[src/rtl/fetch_pkg.sv]
// Shared fetch-stage types and constants; opcode encodings are also consumed by the decoder.
package fetch_pkg;

  localparam int unsigned PC_W    = 10;
  localparam int unsigned INSTR_W = 9;
  localparam int unsigned SEL_W   = 5;
  localparam int unsigned CNT_W   = 16;
  localparam int unsigned LUT_N   = 1 << SEL_W;

  localparam logic [INSTR_W-1:0] HALT_INSTR = 9'h1FF;

  localparam logic [2:0] OP_ADD   = 3'b000;
  localparam logic [2:0] OP_ROR   = 3'b001;
  localparam logic [2:0] OP_NAND  = 3'b010;
  localparam logic [2:0] OP_LOAD  = 3'b011;
  localparam logic [2:0] OP_STORE = 3'b100;
  localparam logic [2:0] OP_MOVE  = 3'b101;
  localparam logic [2:0] OP_BNE   = 3'b110;
  localparam logic [2:0] OP_SET   = 3'b111;

  typedef enum logic [1:0] {
    IDLE,
    RUN,
    HALT
  } state_e;

  // Default branch table: entry k points at address k*16, truncated to the PC width.
  function automatic logic [LUT_N*PC_W-1:0] default_lut();
    logic [LUT_N*PC_W-1:0] lut;
    lut = '0;
    for (int unsigned k = 0; k < LUT_N; k++) begin
      lut[k*PC_W +: PC_W] = PC_W'(k * 16);
    end
    return lut;
  endfunction

endpackage

[src/rtl/branch_lut.sv]
// Combinational branch-target ROM; contents come from the flattened LUT_INIT image.
module branch_lut
  import fetch_pkg::*;
#(
  parameter logic [LUT_N*PC_W-1:0] LUT_INIT = default_lut()
) (
  input  logic [SEL_W-1:0] TargetSel,
  output logic [PC_W-1:0]  Target
);

  logic [PC_W-1:0] rom [LUT_N];

  always_comb begin
    for (int unsigned k = 0; k < LUT_N; k++) begin
      rom[k] = LUT_INIT[k*PC_W +: PC_W];
    end
  end

  assign Target = rom[TargetSel];

endmodule

[src/rtl/fetch_unit.sv]
// Instruction fetch stage: owns the PC, redirects on taken branches, detects program end
// and counts run cycles for the harness.
module fetch_unit
  import fetch_pkg::*;
#(
  parameter logic [LUT_N*PC_W-1:0] LUT_INIT = default_lut()
) (
  input  logic               Clk,
  input  logic               Reset,
  input  logic               Start,
  input  logic               Stall,
  input  logic               BranchTaken,
  input  logic [SEL_W-1:0]   TargetSel,
  output logic [PC_W-1:0]    ImemAddr,
  input  logic [INSTR_W-1:0] ImemData,
  output logic [INSTR_W-1:0] Instr,
  output logic               InstrValid,
  output logic [PC_W-1:0]    PC,
  output logic               Done,
  output logic [CNT_W-1:0]   CycleCount
);

  state_e            state_q, state_d;
  logic [PC_W-1:0]   pc_q, pc_d;
  logic [CNT_W-1:0]  cnt_q, cnt_d;
  logic              done_q, done_d;
  logic [PC_W-1:0]   target;
  logic              running;

  branch_lut #(
    .LUT_INIT(LUT_INIT)
  ) u_lut (
    .TargetSel(TargetSel),
    .Target   (target)
  );

  assign running    = (state_q == RUN);
  assign InstrValid = running;
  assign Instr      = running ? ImemData : '0;
  assign ImemAddr   = pc_q;
  assign PC         = pc_q;
  assign Done       = done_q;
  assign CycleCount = cnt_q;

  always_comb begin
    state_d = state_q;
    pc_d    = pc_q;
    cnt_d   = cnt_q;
    done_d  = done_q;
    case (state_q)
      IDLE, HALT: begin
        if (Start) begin
          state_d = RUN;
          pc_d    = '0;
          cnt_d   = '0;
          done_d  = 1'b0;
        end
      end
      RUN: begin
        cnt_d = (cnt_q == '1) ? cnt_q : cnt_q + 1'b1;
        // Stall beats halt beats branch; falling off the last address halts instead of wrapping.
        if (Stall) begin
          pc_d = pc_q;
        end else if (ImemData == HALT_INSTR) begin
          state_d = HALT;
          done_d  = 1'b1;
        end else if (BranchTaken) begin
          pc_d = target;
        end else if (pc_q == '1) begin
          state_d = HALT;
          done_d  = 1'b1;
        end else begin
          pc_d = pc_q + 1'b1;
        end
      end
      default: begin
        state_d = IDLE;
        pc_d    = '0;
        cnt_d   = '0;
        done_d  = 1'b0;
      end
    endcase
  end

  always_ff @(posedge Clk) begin
    if (Reset) begin
      state_q <= IDLE;
      pc_q    <= '0;
      cnt_q   <= '0;
      done_q  <= 1'b0;
    end else begin
      state_q <= state_d;
      pc_q    <= pc_d;
      cnt_q   <= cnt_d;
      done_q  <= done_d;
    end
  end

endmodule

[config.mk]
export PLATFORM = sky130hd
export DESIGN_NAME = fetch_unit
export DESIGN_NICKNAME = d
export VERILOG_FILES = /design/src/rtl/fetch_pkg.sv /design/src/rtl/branch_lut.sv /design/src/rtl/fetch_unit.sv
export SDC_FILE = /design/constraint.sdc
export NUM_CORES = 1
export LEC_CHECK = 0
export ABC_CLOCK_PERIOD_IN_PS = 2260
export CORE_MARGIN = 2
export CORE_UTILIZATION = 44
export DETAILED_ROUTE_END_ITERATION = 10
export PLACE_DENSITY = 0.81
export SETUP_SLACK_MARGIN = 0.05
export SYNTH_ARGS = -nofsm -noshare
export SYNTH_HDL_FRONTEND = slang
export SYNTH_SLANG_ARGS = --single-unit
[constraint.sdc]
create_clock -name Clk -period 2.26 [get_ports Clk]
set_input_delay 0.339 -clock Clk [delete_from_list [all_inputs] [get_ports Clk]]
set_output_delay 0.339 -clock Clk [all_outputs]
set_load 0.1 [all_outputs]
# Word-level counts from Yosys, hierarchy flattened
# Memory sizes are Yosys's and may differ from the RTL's.
# Index checks and enable logic that the tools add are counted.
# Widths: inputs -> output; s select.
# word_totals
ff_bits	29
rom_bits	320
inputBits	19
output_inout_bits	47
word_cells	50
memories	1
# op_classes
add_sub_neg	2
order_cmp	1
eq_ne	12
muxes	24
bitwise	1
n_reduce_logical	5
# memory_table
memory	depth	width	read_ports	rd_clocked_by_memory_dff	wr	line	source
(name not given)	32	10	1	0	0	branch_lut.sv:19	assign Target = rom[TargetSel];
# op_table
cell	count
$mux 10	7
$mux 16	2
$pmux 16 s2	1
$pmux 10 s2	1
$add 16x1->16 const B	1
$eq 16x16->1 const B	1
$add 10x1->10 const B	1
$eq 10x10->1 const B	1
$mux 2	5
$eq 9x9->1 const B	1
$mux 9	1
$ne 2x2->1 const B	4
$reduce_and 4->1	2
$ge 6x6->1 const B	1
$not 5->6	1
$mux 1	5
$pmux 2 s2	1
$ne 3x1->1 const B	1
$ne 3x2->1 const B	1
$ne 3x3->1 const B	1
$eq 2x1->1 const B	1
$eq 2x2->1 const B	1
$logic_not 2->1	1
$pmux 1 s2	1
2 further kinds	2

# Logic depth before layout (Yosys ltp)
# logic_depth
ltp_word	8
depth_mapped	8
depth_no_buf	6

# Cells and area by module
# From an unflattened synthesis, not the netlist that was laid out.
# hier_totals
cells_unflattened	218
hier_area_um2	1816.7
# modules_own_cells
mod	n_inst	cells_each	area_each_um2	seq_area_each_um2
fetch_unit	1	207	1737.9	560.5
branch_lut	1	11	78.8	0.0

# Least setup slack after synthesis
# OpenSTA, ideal clock, no wires.
# synth_path
kind	register to output
start	register, netlist name Done
end	output port Instr[0]
t_arrival_ps	3044
required_time_ps	1921
slack_ps	-1123
stages_incl_launch_ff	5
n_path_buf	1
path_cell_list	dfxtp_1 nand2b_1 inv_1 clkbuf_1 and2_1
# synth_rtl
item	line	source
end, declared	fetch_unit.sv:16	output logic [INSTR_W-1:0] Instr,

# Final worst setup path
# layout_path
start	register cnt_q[0], in the netlist CycleCount[0]
end	register cnt_q[9], in the netlist CycleCount[9]
# layout_via
elab_chain_cells	3
elab_cells_between_ends	6
classes_between	1 x add/sub; 2 x eq/ne; 2 x mux; 1 x reduce/logical
# layout_rtl
item	line	source
start, declared	fetch_unit.sv:25	logic [CNT_W-1:0] cnt_q, cnt_d;
start signal, assigned	fetch_unit.sv:94	cnt_q <= cnt_d;
$add 16x1->16 or $eq 16x16->1 (tied branches)	fetch_unit.sv:60	cnt_d = (cnt_q == '1) ? cnt_q : cnt_q + 1'b1;
$mux 16 or $ne 2x2->1 (tied branches)	--	
$pmux 16 s2 or $reduce_and 2->1 (tied branches)	--	
# Parallel ways exist; a longest one is shown, timed or not. The select of a mux whose other input is x is not followed.
# A chain may end at the register's enable or synchronous reset.

==> impl_metrics.yaml <==
clock_tree:
  cts_hold_buf: 0
  clk_path_buf_depth: 2
  clk_latency_ns: 0.28
  h-tree-depth: 1
  cts_tree: "done"
  cts_made_buffers: 3
  ctsResizeCount: 0
  clockRootBuffer: "clkbuf_8"
  cts_setup_buffers: 0
  clock_sinks: 28
  clk_pin_slew_worst_paths_ns: 0.10
routing:
  wl_met3_um: 300
  viasPerCell: 5.645
  wl_mm: 4.604
  first_pass_iters: 4
  top_layer_used: "met4"
  drt-initial-drc-count: 121
  wl_per_cell_um: 13.87
  antenna_left: 0
  via_count: 1874
  wl_met1_mm: 1.917
  wl_met2_mm: 2.353
  drc: 0
logic_synthesis:
  async_reset_ff_share_pct: 0
  yosysUniqueCellTypes: 48
  synth_edf_count: 0
  ys_seq_area_share_pct: 33.11
  yosys_register_bits: 28
  synth.top_cell.area_share_pct: 33.11
  syn_nets: 244
  syn_area_um2: 1693
  synth_top_area_cell: "dfxtp_1"
  yosys_warnings: 0
  syn_inst: 223
  ys.flop_type: "dfxtp_1"
  syn_area_per_cell_um2: 7.591
  synthTopCellsByArea: "dfxtp_1 33%, a21oi_1 5.6%, buf_4 4.4%"
final_layout:
  layout_commonest_cell: "buf_4"
  antenna_cells: 0
  nFillCells: 305
  final_area_um2: 2535
  nNetsFinal: 306
  drive_gt1_share_pct: 36.62
  area_delta_synth_final_pct: 49.74
  mostFrequentLayoutCells: "48 x buf_4, 19 x nand2_1, 19 x nor2_1, 19 x a21oi_1, 18 x clkdlybuf4s50_1"
power_and_ir_drop:
  vdd_drop_max_v: 0.0003483
  power_leakage_nw: 0.9751
  finalPower_mw: 1.188
  p_per_area_nw_per_um2: 468.7
die:
  die_y_um: 66.03
  start_util_pct: 45.90
  die_area_um2: 4359
  coreArea_um2: 3689
  rows: 22
  die_x_um: 66.03
  ios: 66
placement:
  placedInstanceArea_um2: 2469
  gp_congestion: 0.8448
  post-dp-hpwl_mm: 3.584
  dp_slack_ns: 0.1376
  io_buffers: 65
setup_path:
  cp_max_fo: 8
  cp-end-kind: "flip-flop"
  start_kind: "flip-flop"
  required_ns: 2.47
  arrival_ns: 2.25
  critical_path_class: "reg -> reg"
grt:
  antenna_found_initial: 0
  track_usage_pct: 22.00
  grt_first_pass_wirelength_mm: 7.652
  overflow: 0
  grt_pass1_vias: 1747
  grt_max_degree: 17
sta:
  hold_viol_final: 0
  fin_crit_ns: 2.036
  fin_tns_setup_ns: 0
  slew_headroom_pct: 51.58
  tightest_slew_ns: 0.7197
  setup_viol: 0
  finalCritPeriodShare_pct: 90.07
  rsz0062_at_grt: "false"
  final_max_slew_viol_count: 0
  setup_ws_ns: 0.2244
  max_freq_mhz: 491.3
  fin_worst_skew_ns: 0.003494
flow_run:
  max-cap-violations: 0
status:
  status: "finished clean"
hold_path:
  hold_path.class: "reg -> reg"
-- per-layer routing --
metal	vias up	track usage (%)
met5	-	0
met4	0	6.888
met3	4	2.726
met2	62	40.15
met1	867	26.68
li1	941	-
-- worst paths after layout --
check / from / end / slack [ns] / cells past startpoint
min reg2reg: CycleCount[9] / CycleCount[9] / 0.47 / 1
max reg2reg: CycleCount[0] / CycleCount[9] / 0.22 / 6
max: CycleCount[0] / CycleCount[9] / 0.22 / 6
min: CycleCount[9] / CycleCount[9] / 0.47 / 1
-- sequential cells by signal (all words and copies together) (netlist names) --
signal,cells
CycleCount,16
ImemAddr,10
Done,1
state_q,1
-- where the power goes --
group / internal, mW / switching (mW)
registers: 0.492 / 0.0103
logic: 0.122 / 0.205
clock network: 0.193 / 0.166
-- synth_stat cells (3+ instances only) --
| master | n |
|---|---|
| dfxtp_1 | 28 |
| a21oi_1 | 19 |
| nand2_1 | 19 |
| nor2_1 | 19 |
| o21ai_0 | 14 |
| nand3_1 | 12 |
| buf_4 | 10 |
| and2_1 | 9 |
| nor3_1 | 9 |
| a31oi_1 | 8 |
| inv_1 | 8 |
| clkbuf_1 | 7 |
| nand2b_1 | 5 |
| o22ai_1 | 4 |
| nand4_1 | 3 |
| or2_2 | 3 |
| or3_1 | 3 |
-- cell type report --
type / instances / area [um2] / area share [%]
multi-input combinational: 168 / 1026 / 40.47
timing repair buffer: 76 / 740.7 / 29.22
sequential: 28 / 611.8 / 24.14
clock buffer: 4 / 66.31 / 2.616
tap: 48 / 60.06 / 2.369
inverter: 8 / 30.03 / 1.185
-- metrics by stage --
| step | std cells | hold slack [ns] | util, % |
|---|---|---|---|
| floorplan | 223 | 0.4922 | - |
| finish | 332 | 0.4693 | 68.72 |
| detailed placement | 328 | 0.4555 | 66.93 |
| global route | 332 | 0.4896 | 68.72 |
| global placement | 328 | 0.4516 | 66.93 |
| CTS | 332 | 0.4700 | 68.72 |
-- worst max-delay path: stages, from the launching register on --
cell and delay (ns):
dfxtp_4 0.40, ha_4 0.14, inv_1 0.05, or4_1 0.61, or2_1 0.38, a31o_1 0.24
a31oi_1 0.14
-- logic make-up after synthesis --
logic type,after synthesis,share of synthesized area [%]
AOI/OAI and AO/OA,68,25.80
DFF,28,33.11
buffers and inverters,27,8.721
adders and majority gates,2,1.478
muxes,1,0.5913
and+or+nand+nor,97,30.30
Note: power is estimated with default switching activity, not from simulation.
